==> src/rtl/alu_mon_pkg.sv <==
// Shared definitions for the ALU result monitor: aluctrl codes, FSM states
// and the helper that tells which codes are actually compared.
package alu_mon_pkg;

  localparam logic [2:0] ALU_AND = 3'b000;
  localparam logic [2:0] ALU_OR  = 3'b001;
  localparam logic [2:0] ALU_ADD = 3'b010;
  localparam logic [2:0] ALU_SUB = 3'b110;
  localparam logic [2:0] ALU_SLT = 3'b111;

  typedef enum logic [1:0] {
    IDLE = 2'd0,
    RUN  = 2'd1,
    DONE = 2'd2
  } mon_state_t;

  // Codes 011/100/101 have no golden model and are counted as skipped.
  function automatic logic is_checked_code(input logic [2:0] ctrl);
    return (ctrl == ALU_AND) || (ctrl == ALU_OR) || (ctrl == ALU_ADD) ||
           (ctrl == ALU_SUB) || (ctrl == ALU_SLT);
  endfunction

endpackage

==> src/rtl/alu_golden.sv <==
// Combinational reference ALU: the result the DUT ALU is expected to produce
// for a given operand pair and control code.
module alu_golden
  import alu_mon_pkg::*;
(
  input  logic [31:0] a,
  input  logic [31:0] b,
  input  logic [2:0]  aluctrl,
  output logic [31:0] result,
  output logic        zero,
  output logic        valid_code
);

  always_comb begin
    result = '0;
    case (aluctrl)
      ALU_ADD: result = a + b;
      ALU_SUB: result = a - b;
      ALU_AND: result = a & b;
      ALU_OR:  result = a | b;
      ALU_SLT: result = {31'b0, ($signed(a) < $signed(b))};
      default: result = '0;
    endcase
  end

  assign zero       = (result == '0);
  assign valid_code = is_checked_code(aluctrl);

endmodule

==> src/rtl/alu_result_monitor.sv <==
// Checks a stream of ALU transactions against alu_golden and keeps saturating
// pass/fail/skip counts; first-fail capture exists only with ALU_MON_FAILCAP_EN.
module alu_result_monitor
  import alu_mon_pkg::*;
#(
  parameter int CNT_W = 16
) (
  input  logic             clk,
  input  logic             rst_n,
  input  logic             start,
  input  logic [CNT_W-1:0] n_ops,
  input  logic             in_valid,
  output logic             in_ready,
  input  logic [31:0]      a,
  input  logic [31:0]      b,
  input  logic [2:0]       aluctrl,
  input  logic [31:0]      res,
  input  logic             zero,
  output logic             busy,
  output logic             done,
  output logic [CNT_W-1:0] pass_cnt,
  output logic [CNT_W-1:0] fail_cnt,
  output logic [CNT_W-1:0] skip_cnt,
  output logic [CNT_W-1:0] first_fail_idx,
  output logic [2:0]       first_fail_ctrl,
  output logic [31:0]      first_fail_res
);

  localparam logic [CNT_W-1:0] ONE = CNT_W'(1);

  mon_state_t       state, state_next;
  logic [CNT_W-1:0] n_ops_q;
  logic [CNT_W-1:0] op_idx;
  logic [31:0]      gold_result;
  logic             gold_zero;
  logic             gold_valid;
  logic             accept;
  logic             last_op;
  logic             start_take;
  logic             match;

  alu_golden u_golden (
    .a          (a),
    .b          (b),
    .aluctrl    (aluctrl),
    .result     (gold_result),
    .zero       (gold_zero),
    .valid_code (gold_valid)
  );

  assign accept     = in_valid && in_ready;
  assign last_op    = (op_idx == (n_ops_q - ONE));
  assign start_take = start && (state != RUN);
  assign match      = (res == gold_result) && (zero == gold_zero);

  always_ff @(posedge clk or negedge rst_n) begin
    if (!rst_n) state <= IDLE;
    else        state <= state_next;
  end

  always_comb begin
    state_next = state;
    case (state)
      IDLE, DONE: if (start) state_next = (n_ops == '0) ? DONE : RUN;
      RUN:        if (accept && last_op) state_next = DONE;
      default:    state_next = IDLE;
    endcase
  end

  always_comb begin
    in_ready = (state == RUN);
    busy     = (state == RUN);
    done     = (state == DONE);
  end

  // Counters update on the acceptance edge, so they land together with done.
  always_ff @(posedge clk or negedge rst_n) begin
    if (!rst_n) begin
      n_ops_q  <= '0;
      op_idx   <= '0;
      pass_cnt <= '0;
      fail_cnt <= '0;
      skip_cnt <= '0;
    end else if (start_take) begin
      n_ops_q  <= n_ops;
      op_idx   <= '0;
      pass_cnt <= '0;
      fail_cnt <= '0;
      skip_cnt <= '0;
    end else if (accept) begin
      op_idx <= op_idx + ONE;
      if (!gold_valid) begin
        if (skip_cnt != '1) skip_cnt <= skip_cnt + ONE;
      end else if (match) begin
        if (pass_cnt != '1) pass_cnt <= pass_cnt + ONE;
      end else begin
        if (fail_cnt != '1) fail_cnt <= fail_cnt + ONE;
      end
    end
  end

`ifdef ALU_MON_FAILCAP_EN
  logic fail_seen;

  always_ff @(posedge clk or negedge rst_n) begin
    if (!rst_n) begin
      fail_seen       <= 1'b0;
      first_fail_idx  <= '0;
      first_fail_ctrl <= '0;
      first_fail_res  <= '0;
    end else if (start_take) begin
      fail_seen       <= 1'b0;
      first_fail_idx  <= '0;
      first_fail_ctrl <= '0;
      first_fail_res  <= '0;
    end else if (accept && gold_valid && !match && !fail_seen) begin
      fail_seen       <= 1'b1;
      first_fail_idx  <= op_idx;
      first_fail_ctrl <= aluctrl;
      first_fail_res  <= res;
    end
  end
`else
  assign first_fail_idx  = '0;
  assign first_fail_ctrl = '0;
  assign first_fail_res  = '0;
`endif

endmodule

==> config.mk <==
export PLATFORM = sky130hd
export DESIGN_NAME = alu_result_monitor
export DESIGN_NICKNAME = d
export VERILOG_FILES = /design/src/rtl/alu_mon_pkg.sv /design/src/rtl/alu_golden.sv /design/src/rtl/alu_result_monitor.sv
export SDC_FILE = /design/constraint.sdc
export NUM_CORES = 1
export LEC_CHECK = 0
export CAP_MARGIN = 15
export CELL_PAD_IN_SITES_DETAIL_PLACEMENT = 0
export CELL_PAD_IN_SITES_GLOBAL_PLACEMENT = 1
export CORE_AREA = 8 8 181 183
export CTS_BUF_LIST = sky130_fd_sc_hd__clkbuf_8 sky130_fd_sc_hd__clkbuf_16
export DETAILED_ROUTE_END_ITERATION = 12
export DIE_AREA = 0 0 189 191
export PLACE_DENSITY_LB_ADDON = 0.15
export SLEW_MARGIN = 5
export SYNTH_ARGS = -nofsm -noshare
export SYNTH_HDL_FRONTEND = slang
export SYNTH_SLANG_ARGS = --single-unit
==> constraint.sdc <==
create_clock -name clk -period 3.5 [get_ports clk]
set_clock_uncertainty 0.2 [all_clocks]
set_input_delay 0.7 -clock clk [delete_from_list [all_inputs] [get_ports clk]]
set_output_delay 0.7 -clock clk [all_outputs]
set_load 0.01 [all_outputs]
==> out/results.ini, run 1 <==
[sta]
max_slew.worst_pin.slew_ns=0.8272
finalSetupViolations=32
fmax_mhz=204.5
slew_violations=0
finalCritPeriodShare_pct=139.7
rsz0062_at_grt=yes
slew-limit-headroom_pct=44.85
setup_ws_ns=-1.390
finalHoldViolations=0
min_period_ns=4.890

[synth]
yosysMostFrequentCell=nand2_1
syn_area_per_cell_um2=7.339
synth_area_mm2=0.01152
ys_types=92
synth_top_area_share_pct=17.81
async_flop_share_pct=100.0
ys_ff_latch=82
ys.flop_type=dfrtp_1
ys_seq_area_share_pct=17.81
synth_top_cells_by_count=146 x nand2_1, 137 x inv_1, 130 x nor2_1
synth_top_cell_by_area=dfrtp_1
synthTopCellsByArea=dfrtp_1 18%, ha_1 11%, nand2_1 4.8%, inv_1 4.5%, nor2_1 4.2%
yosys_warnings=0
syn_inst=1570
synth_edf_count=0

[die]
die-area_mm2=0.03610
die_w_um=189
fp-row-count=64
ioPinCount=222
die_h_um=191
start_util_pct=38.37
core_mm2=0.03003

[layout]
antennaDiodeCount=0
final_layout_size_suffix_gt1_share_pct=40.45
final_cell_area_mm2=0.01977
stdcell_count=2621
area_growth_pct=71.55
layout.nets=2443

[cts]
clock_path_buffers=2
cts_made_buffers=9
insertion_delay_ns=0.35
cts_tree=done
clk_pin_slew_worst_paths_ns=0.07
htree_levels=3
cts_hold_buf=0
clkSinkCount=82
cts_root_buffer=clkbuf_16

[drt]
vias=14300
wire_per_inst_um=18.95
drtIter0Drc=883
ant_nets=0
drc_errors=0
wirelength_um=49660
dr.pass1.iters=5
vias_per_cell=5.457

[run_status]
status=finished with violations
violations=negative setup slack

[worst_setup_path]
r2r.worst_path.cells=13
cp_num_buf_inv=7
slowest_stage=o41ai_4
worstSetupPathType=primary input to flop
rrSetupSlack_ns=0.46
crit_family=compound AO/OA/AOI/OAI gates
crit_chain=buf_12, inv_12, ha_4, nand4_1, buf_4, o221a_4, o21a_4, a21oi_4, o2111ai_4, o41ai_4, mux2i_2, buf_4, buf_4, a31o_4, a2111oi_4, a21bo_2, nor4_4, buf_6, buf_16, or4_4, a21oi_1
max_stage_delay_ns=0.40
r2r_start=pass_cnt[0]
arrival_ns=4.87
cp-startpoint=b[10]
cp.required_ns=3.48
critPathMostFrequentCell=buf_4
crit_path_max_fanout=7
path_depth=21
start_kind=primary input
worstSetupEndpointType=flop

[global_route]
grt_pass1_wl_um=77880
grt_max_degree=72
grt_use_met2_pct=44.73
antenna_found_initial=0
grtUsageMet3_pct=3.630
grt_overflow_total=0
grt_pass1_vias=14410
use_met1_pct=35.00
grt_usage_pct=26.57
busiest_layer=met2

[placement]
placedCellCount=2501
place_congestion=0.9674
io_buffers=170
dpl_cell_area_mm2=0.01673
dpl.hpwl_um=39110

[power]
ir_drop_v=0.0002625
p_leak_nw=8.928
power_density_mw_per_mm2=265.5

[min_path]
hp-class=primary input to asynchronous set/reset pin

[job]
cap_violations=0

final cells by class:
| cell class | instances | area, um^2 |
|---|---|---|
| clock buffer | 10 | 239.0 |
| fill | 2585 | 10260 |
| clock inverter | 6 | 71.32 |
| timing repair buffer | 713 | 6036 |
| tap | 396 | 495.5 |
| inverter | 139 | 566.8 |
| sequential | 82 | 2052 |
| multi-input combinational | 1275 | 10310 |
cells by family after synthesis:
group | count (synthesis) | share of synthesized area, %
fa+ha+maj | 103 | 11.32
other cells | 1 | 0.03255
mux | 46 | 4.029
xor+xnor | 82 | 6.233
compound gates | 367 | 21.78
buf+inv | 263 | 10.53
flops | 82 | 17.81
simple gates | 626 | 28.27
final timing paths:
check,end
max in group asynchronous,pass_cnt[9]
min reg2reg,n_ops_q[15]
min,n_ops_q[3]
max reg2reg,pass_cnt[13]
max,fail_cnt[12]
min in group clk,n_ops_q[15]
worst register-to-register path: cells and delay by family, from the launching register on:
family,cells,cell delay [ns]
and+or+nand+nor,6,1.17
DFF,1,0.44
adders and majority gates,1,0.25
AOI/OAI and AO/OA,4,0.48
buffers and inverters,2,0.34
through the flow:
step	hold WS [ns]	util [%]	total power [mW]	setup TNS [ns]	setup WS, ns
finish	0.1872	65.83	5.248	-42.07	-1.390
global route	0.2430	65.83	5.568	-45.59	-1.515
CTS	0.2210	63.67	5.096	-39.36	-1.338
detailed placement	0.2945	55.71	3.755	-83.48	-2.675
global placement	0.2898	55.71	3.722	-81.47	-2.582
floorplan	0.2044	-	2.578	-36.94	-1.235
repair_timing:
item,CTS,global route
resized for setup,450,122
setup buffers,79,31
endpoints found under the hold margin,0,0
pin swaps,129,74
gates cloned,3,0
setup endpoints to repair,32,35
routing by layer:
layer | vias to the layer above | routed length, um
met4 | 0 | 1497
met5 | - | 0
met2 | 481 | 23410
met1 | 6900 | 21830
met3 | 74 | 2919
li1 | 6849 | -
state kept, by name, summed over array words and instances, names as in the netlist:
signal,cells
fail_cnt,16
n_ops_q,16
op_idx,16
pass_cnt,16
skip_cnt,16
state,2
cell usage in the layout (no fill, tap or decap), drive strengths merged, types with 51 or more instances in the layout:
cell,instances
nor2,130
a21oi,95
clkdlybuf4s50,125
inv,141
conb,51
o21ai,60
buf,569
dfrtp,82
ha,101
nand3,69
nand2,146
where the power goes:
part	switching (mW)	total [mW]	internal [mW]
Sequential	0.201	1.30	1.10
Clock	0.419	1.00	0.582
Combinational	1.47	2.95	1.47
Total	2.09	5.25	3.15
No activity file was read; power rests on OpenSTA's default activity.
==> run 2: changes to the inputs <==
--- a/config.mk
+++ b/config.mk
@@ -12,6 +12,7 @@
 export CTS_BUF_LIST = sky130_fd_sc_hd__clkbuf_8 sky130_fd_sc_hd__clkbuf_16
 export DETAILED_ROUTE_END_ITERATION = 12
 export DIE_AREA = 0 0 189 191
+export GPL_ROUTABILITY_DRIVEN = 0
 export PLACE_DENSITY_LB_ADDON = 0.15
 export SLEW_MARGIN = 5
 export SYNTH_ARGS = -nofsm -noshare
==> constraint.sdc (replaced) <==
create_clock -name clk -period 4.7 [get_ports clk]
set_clock_uncertainty 0.2 [all_clocks]
set_input_delay 0.94 -clock clk [delete_from_list [all_inputs] [get_ports clk]]
set_output_delay 0.94 -clock clk [all_outputs]
set_load 0.01 [all_outputs]
==> out/results.ini, run 2 (synthesized netlist as in run 1, its figures left out) <==
[sta]
rsz0062_at_grt=yes
setup_ws_ns=-0.4077  ; +0.9826 ns
max_slew.worst_pin.slew_ns=0.7841  ; -0.04310 ns
slew-limit-headroom_pct=47.73  ; +2.9 points
tns_ns=-9.948  ; +32.13 ns
slew_violations=0  ; unchanged
finalCritPeriodShare_pct=108.7
finalHoldViolations=0  ; unchanged
min_period_ns=5.108
finalSetupViolations=32  ; unchanged
fmax_mhz=195.8

[cts]
clkSinkCount=82  ; unchanged
clock_path_buffers=2  ; unchanged
clk_pin_slew_worst_paths_ns=0.07  ; about the same
insertion_delay_ns=0.34  ; about the same
cts_made_buffers=9  ; unchanged
cts_tree=done
htree_levels=3  ; unchanged
cts_root_buffer=clkbuf_16
cts_hold_buf=0  ; unchanged

[worst_setup_path]
crit_path_max_fanout=8  ; +1
r2r_start=state[0]
max_stage_delay_ns=0.55  ; +0.15 ns
cp.required_ns=4.76  ; +1.28 ns
crit_chain=buf_6, ha_4, fa_2, buf_6, o21ba_4, buf_6, nor4_4, o211a_4, buf_6, nor4_4, o211ai_1, xnor2_1, o211ai_1, buf_4, or4_4, nor3_4, nor4_4, buf_6, buf_12, or4_4, a21oi_2
worstSetupPathType=primary input to flop
rr_endpoint=pass_cnt[1]
worstSetupEndpointType=flop
arrival_ns=5.17  ; +0.30 ns
cp-startpoint=b[0]
start_kind=primary input
rrSetupSlack_ns=1.42  ; +0.96 ns
slowest_stage=or4_4
r2r.worst_path.cells=11  ; -2
critPathMostFrequentCell=buf_6

[job]
cap_violations=0  ; unchanged

[drt]
drc_errors=0  ; unchanged
vias_per_cell=5.522  ; +1.2%
ant_nets=0  ; unchanged
drtIter0Drc=999  ; +13%
wirelength_um=47040  ; -5.3%
vias=13970  ; -2.3%
dr.pass1.iters=5  ; unchanged
wire_per_inst_um=18.59  ; -1.9%

[layout]
final_cell_mix=415 x buf_4, 141 x nand2_1, 127 x clkdlybuf4s50_1
stdcell_count=2530  ; -3.5%
layout_commonest_cell=buf_4
layout.nets=2352  ; -3.7%
utilization_pct=61.55  ; -4.3 points
area_growth_pct=60.41
antennaDiodeCount=0  ; unchanged
final_cell_area_mm2=0.01848  ; -6.5%
fill_cells=2737  ; +5.9%
final_layout_size_suffix_gt1_share_pct=34.25  ; -6.2 points

[global_route]
grt_pass1_vias=13760  ; -4.5%
antenna_found_initial=0  ; unchanged
grt_overflow_total=0  ; unchanged
grt_usage_pct=24.70  ; -1.9 points
grt_pass1_wl_um=72460  ; -7.0%
grt_max_degree=83  ; +15%

[power]
switching_share_pct=40.43  ; +0.54 points
p_int_mw=2.171  ; -31%
p_leak_nw=8.327  ; -6.7%
power_density_mw_per_mm2=197.2  ; -26%
ir_drop_v=0.0001563  ; -40%
power_switching_mw=1.474  ; -30%
power_frac_comb_pct=55.4  ; -0.8 points
power_frac_clock_pct=18.1  ; -1.0 points
seqPwrFrac_pct=26.5  ; +1.8 points

[die]
core_mm2=0.03003  ; unchanged
ioPinCount=222  ; unchanged
start_util_pct=38.37  ; unchanged
die-area_mm2=0.03610  ; unchanged
fp-row-count=64  ; unchanged
die_w_um=189  ; unchanged
die_h_um=191  ; unchanged

[run_status]
status=finished with violations
violations=negative setup slack

[min_path]
hp-class=primary input to asynchronous set/reset pin

[placement]
placedCellCount=2459  ; -1.7%
dpl.hpwl_um=37560  ; -3.9%
io_buffers=170  ; unchanged
dpl_cell_area_mm2=0.01643  ; -1.8%

run 2: changes by cell type in the layout (fill, tap and decap cells not counted), sizes merged:
cell           change
dlygate4sd2        +9
clkbuf             -1
bufinv             -1
clkdlybuf4s50      +2
clkinvlp           +1
buf              -106
clkdlybuf4s15      +4
inv                +1
run 2: cell type report:
cell class / count / area (um^2) / share of cell area [%]
sequential: 82 / 2052 / 11.10
timing repair buffer: 622 / 5301 / 28.68
clock buffer: 9 / 225.2 / 1.219
multi-input combinational: 1275 / 9802 / 53.03
clock inverter: 7 / 52.55 / 0.2843
tap: 396 / 495.5 / 2.681
inverter: 139 / 554.3 / 2.999
run 2: power groups by stage:
stage | Sequential (mW) | Clock (mW) | Combinational, mW
3_5_place_dp | 0.974 | 0 | 1.77
5_1_grt | 0.987 | 0.706 | 2.20
6_report | 0.965 | 0.662 | 2.02
4_1_cts | 0.964 | 0.678 | 1.91
2_1_floorplan | 0.942 | 0 | 0.978
3_3_place_gp | 0.972 | 0 | 1.75
run 2: timing repair:
item,4_1_cts,5_1_grt
pin swaps,63,65
resized for setup,273,117
setup endpoints to repair,32,32
cloned,0,2
hold endpoints to repair,0,0
buffers inserted,34,20
run 2: how the worst max path moves through the flow:
stage                              end  slack (ns)
after global routing       fail_cnt[1]       -0.52
final                      fail_cnt[6]       -0.41
after floorplan           fail_cnt[12]       -0.28
after CTS                 pass_cnt[14]       -0.35
after detailed placement  fail_cnt[10]       -1.62
after global placement     pass_cnt[7]       -1.56
run 2: critical path: cells and delay by family:
family | cells | cell delay [ns]
and+or+nand+nor | 6 | 1.69
AOI/OAI and AO/OA | 5 | 0.96
buffers and inverters | 7 | 0.90
adders and majority gates | 2 | 0.52
xor gates and xnor gates | 1 | 0.15
run 2: metal layers:
metal	wire length (um)	global-route usage, %	up-vias
met5	0	0	-
met4	2178	10.19	0
met3	2969	3.375	115
met2	21850	41.08	519
met1	20040	31.86	6677
li1	-	-	6660
run 2: per-stage QoR:
stage | setup WS, ns | total power, mW | hold WS (ns)
after floorplan | -0.2750 | 1.920 | 0.2645
after global placement | -1.562 | 2.718 | 0.2923
after detailed placement | -1.619 | 2.743 | 0.2948
after CTS | -0.3548 | 3.551 | 0.3128
after global routing | -0.5241 | 3.888 | 0.2914
final | -0.4077 | 3.645 | 0.2857
==> run 3: changes to the inputs <==
--- a/config.mk
+++ b/config.mk
@@ -13,6 +13,7 @@
 export DETAILED_ROUTE_END_ITERATION = 12
 export DIE_AREA = 0 0 189 191
 export GPL_ROUTABILITY_DRIVEN = 0
+export MAX_ROUTING_LAYER = met4
 export PLACE_DENSITY_LB_ADDON = 0.15
 export SLEW_MARGIN = 5
 export SYNTH_ARGS = -nofsm -noshare
==> out/results.ini, run 3 (synthesized netlist as in run 1, its figures left out) <==
[die]
die_h_um=191  ; unchanged
die-area_mm2=0.03610  ; unchanged
die_w_um=189  ; unchanged
fp-row-count=64  ; unchanged
core_mm2=0.03003  ; unchanged
ioPinCount=222  ; unchanged
start_util_pct=38.37  ; unchanged

[global_route]
grt_overflow_total=0  ; unchanged
grt_pass1_wl_um=72490  ; about the same
antenna_found_initial=0  ; unchanged
grt_pass1_vias=13760  ; +0.0073%
grt_max_degree=83  ; unchanged
grt_usage_pct=25.42  ; +0.71 points

[power]
power_frac_clock_pct=18.2  ; about the same
power_switching_mw=1.475  ; about the same
switching_share_pct=40.46  ; about the same
power_frac_comb_pct=55.3  ; about the same
seqPwrFrac_pct=26.5  ; about the same
p_leak_nw=8.327  ; unchanged
power_density_mw_per_mm2=197.3  ; about the same
p_int_mw=2.171  ; about the same
ir_drop_v=0.0001576  ; +0.89%

[worst_setup_path]
worstSetupPathType=primary input to flop
arrival_ns=5.16  ; about the same
r2r.worst_path.cells=11  ; unchanged
cp-endpoint=fail_cnt[6]
r2r_start=state[0]
rrSetupSlack_ns=1.41  ; about the same
crit_path_max_fanout=8  ; unchanged
worstSetupEndpointType=flop
cp-startpoint=a[9]
rr_endpoint=pass_cnt[13]
start_kind=primary input
cp.required_ns=4.76  ; about the same

[cts]
clkSinkCount=82  ; unchanged
cts_made_buffers=9  ; unchanged
cts_hold_buf=0  ; unchanged
cts_tree=done
clock_path_buffers=2  ; unchanged
cts_root_buffer=clkbuf_16
clk_pin_slew_worst_paths_ns=0.07  ; about the same
insertion_delay_ns=0.34  ; about the same
htree_levels=3  ; unchanged

[sta]
whs_ns=0.2839  ; -0.001761 ns
slew_violations=0  ; unchanged
setup_ws_ns=-0.4013  ; +0.006398 ns
min_period_ns=5.101  ; -0.006398 ns
slew-limit-headroom_pct=47.79  ; +0.059 points
fmax_mhz=196.0  ; +0.13%
finalCritPeriodShare_pct=108.5  ; -0.14 points
tns_ns=-10.20  ; -0.2571 ns
finalHoldViolations=0  ; unchanged
rsz0062_at_grt=yes
finalSetupViolations=32  ; unchanged
max_slew.worst_pin.slew_ns=0.7832  ; -0.0008856 ns

[layout]
area_growth_pct=60.41  ; unchanged
antennaDiodeCount=0  ; unchanged
final_layout_size_suffix_gt1_share_pct=34.25  ; unchanged
layout_commonest_cell=buf_4
final_cell_mix=415 x buf_4, 141 x nand2_1, 127 x clkdlybuf4s50_1
layout.nets=2352  ; unchanged

[placement]
dpl.hpwl_um=37560  ; unchanged
io_buffers=170  ; unchanged

[drt]
dr.pass1.iters=5  ; unchanged
wirelength_um=47010  ; about the same
drc_errors=0  ; unchanged
ant_nets=0  ; unchanged
wire_per_inst_um=18.58  ; about the same
drtIter0Drc=1051  ; +5.2%
vias_per_cell=5.536  ; +0.24%
vias=14010  ; +0.24%

[run_status]
violations=negative setup slack
status=finished with violations

[min_path]
hp-class=primary input to asynchronous set/reset pin

[job]
cap_violations=0  ; unchanged

## run 3: worst max-delay path, cell delays in order
cell and delay [ns]:
clkdlybuf4s15_1 0.19, inv_2 0.05, ha_4 0.24, buf_4 0.14, or2_4 0.22, or3_4 0.36, a21oi_2 0.16, buf_4 0.14
o31a_1 0.24, o21ai_2 0.10, mux2i_1 0.16, nor4_2 0.26, buf_4 0.18, nand2b_1 0.06, or4_4 0.54, nor3_4 0.26
nor4_4 0.05, buf_6 0.14, buf_12 0.13, or4_4 0.47, a21oi_2 0.13
## run 3: power by group through the flow
stage	Clock [mW]	Combinational, mW	Sequential [mW]
floorplan	0	0.978	0.942
finish	0.663	2.02	0.965
detailed placement	0	1.77	0.974
global route	0.707	2.20	0.987
global placement	0	1.75	0.972
CTS	0.678	1.91	0.964
## run 3: worst min path at each step
stage / to / depth (start not counted) / from
2_1_floorplan: state[1] / 1 / state[0]
3_3_place_gp: state[1] / 1 / state[0]
3_5_place_dp: n_ops_q[15] / 2 / n_ops_q[15]
4_1_cts: state[1] / 1 / state[0]
5_1_grt: n_ops_q[3] / 1 / rst_n
6_report: n_ops_q[3] / 1 / rst_n
## run 3: cell type report
type | count | area, um^2
fill | 2737 | 11550
multi-input combinational | 1275 | 9802
timing repair buffer | 622 | 5301
sequential | 82 | 2052
inverter | 139 | 554.3
tap | 396 | 495.5
clock buffer | 9 | 225.2
clock inverter | 7 | 52.55
## run 3: repair_timing
action | 4_1_cts | 5_1_grt
pin swaps | 63 | 65
resized for setup | 273 | 117
hold endpoints to repair | 0 | 0
buffers inserted | 34 | 20
gates cloned | 0 | 2
endpoints found under the setup margin | 32 | 32
## run 3: routing by layer
metal  global-route usage, %  wire length, um
met1                   31.99            20310
met2                   41.12            21850
met3                   3.192             2716
met4                   10.01             2139
met5                       -                0
## run 3: stage by stage
step / std cells / worst slack (ns) / total power [mW] / cell area [um^2] / utilization, %
finish: 2530 / -0.4013 / 3.646 / 18480 / 61.55
global route: 2530 / -0.5233 / 3.889 / 18480 / 61.55
CTS: 2509 / -0.3548 / 3.551 / 17750 / 59.10
detailed placement: 2459 / -1.619 / 2.743 / 16430 / 54.70
global placement: 2459 / -1.562 / 2.718 / 16430 / 54.70
floorplan: 1620 / -0.2750 / 1.920 / 11890 / -
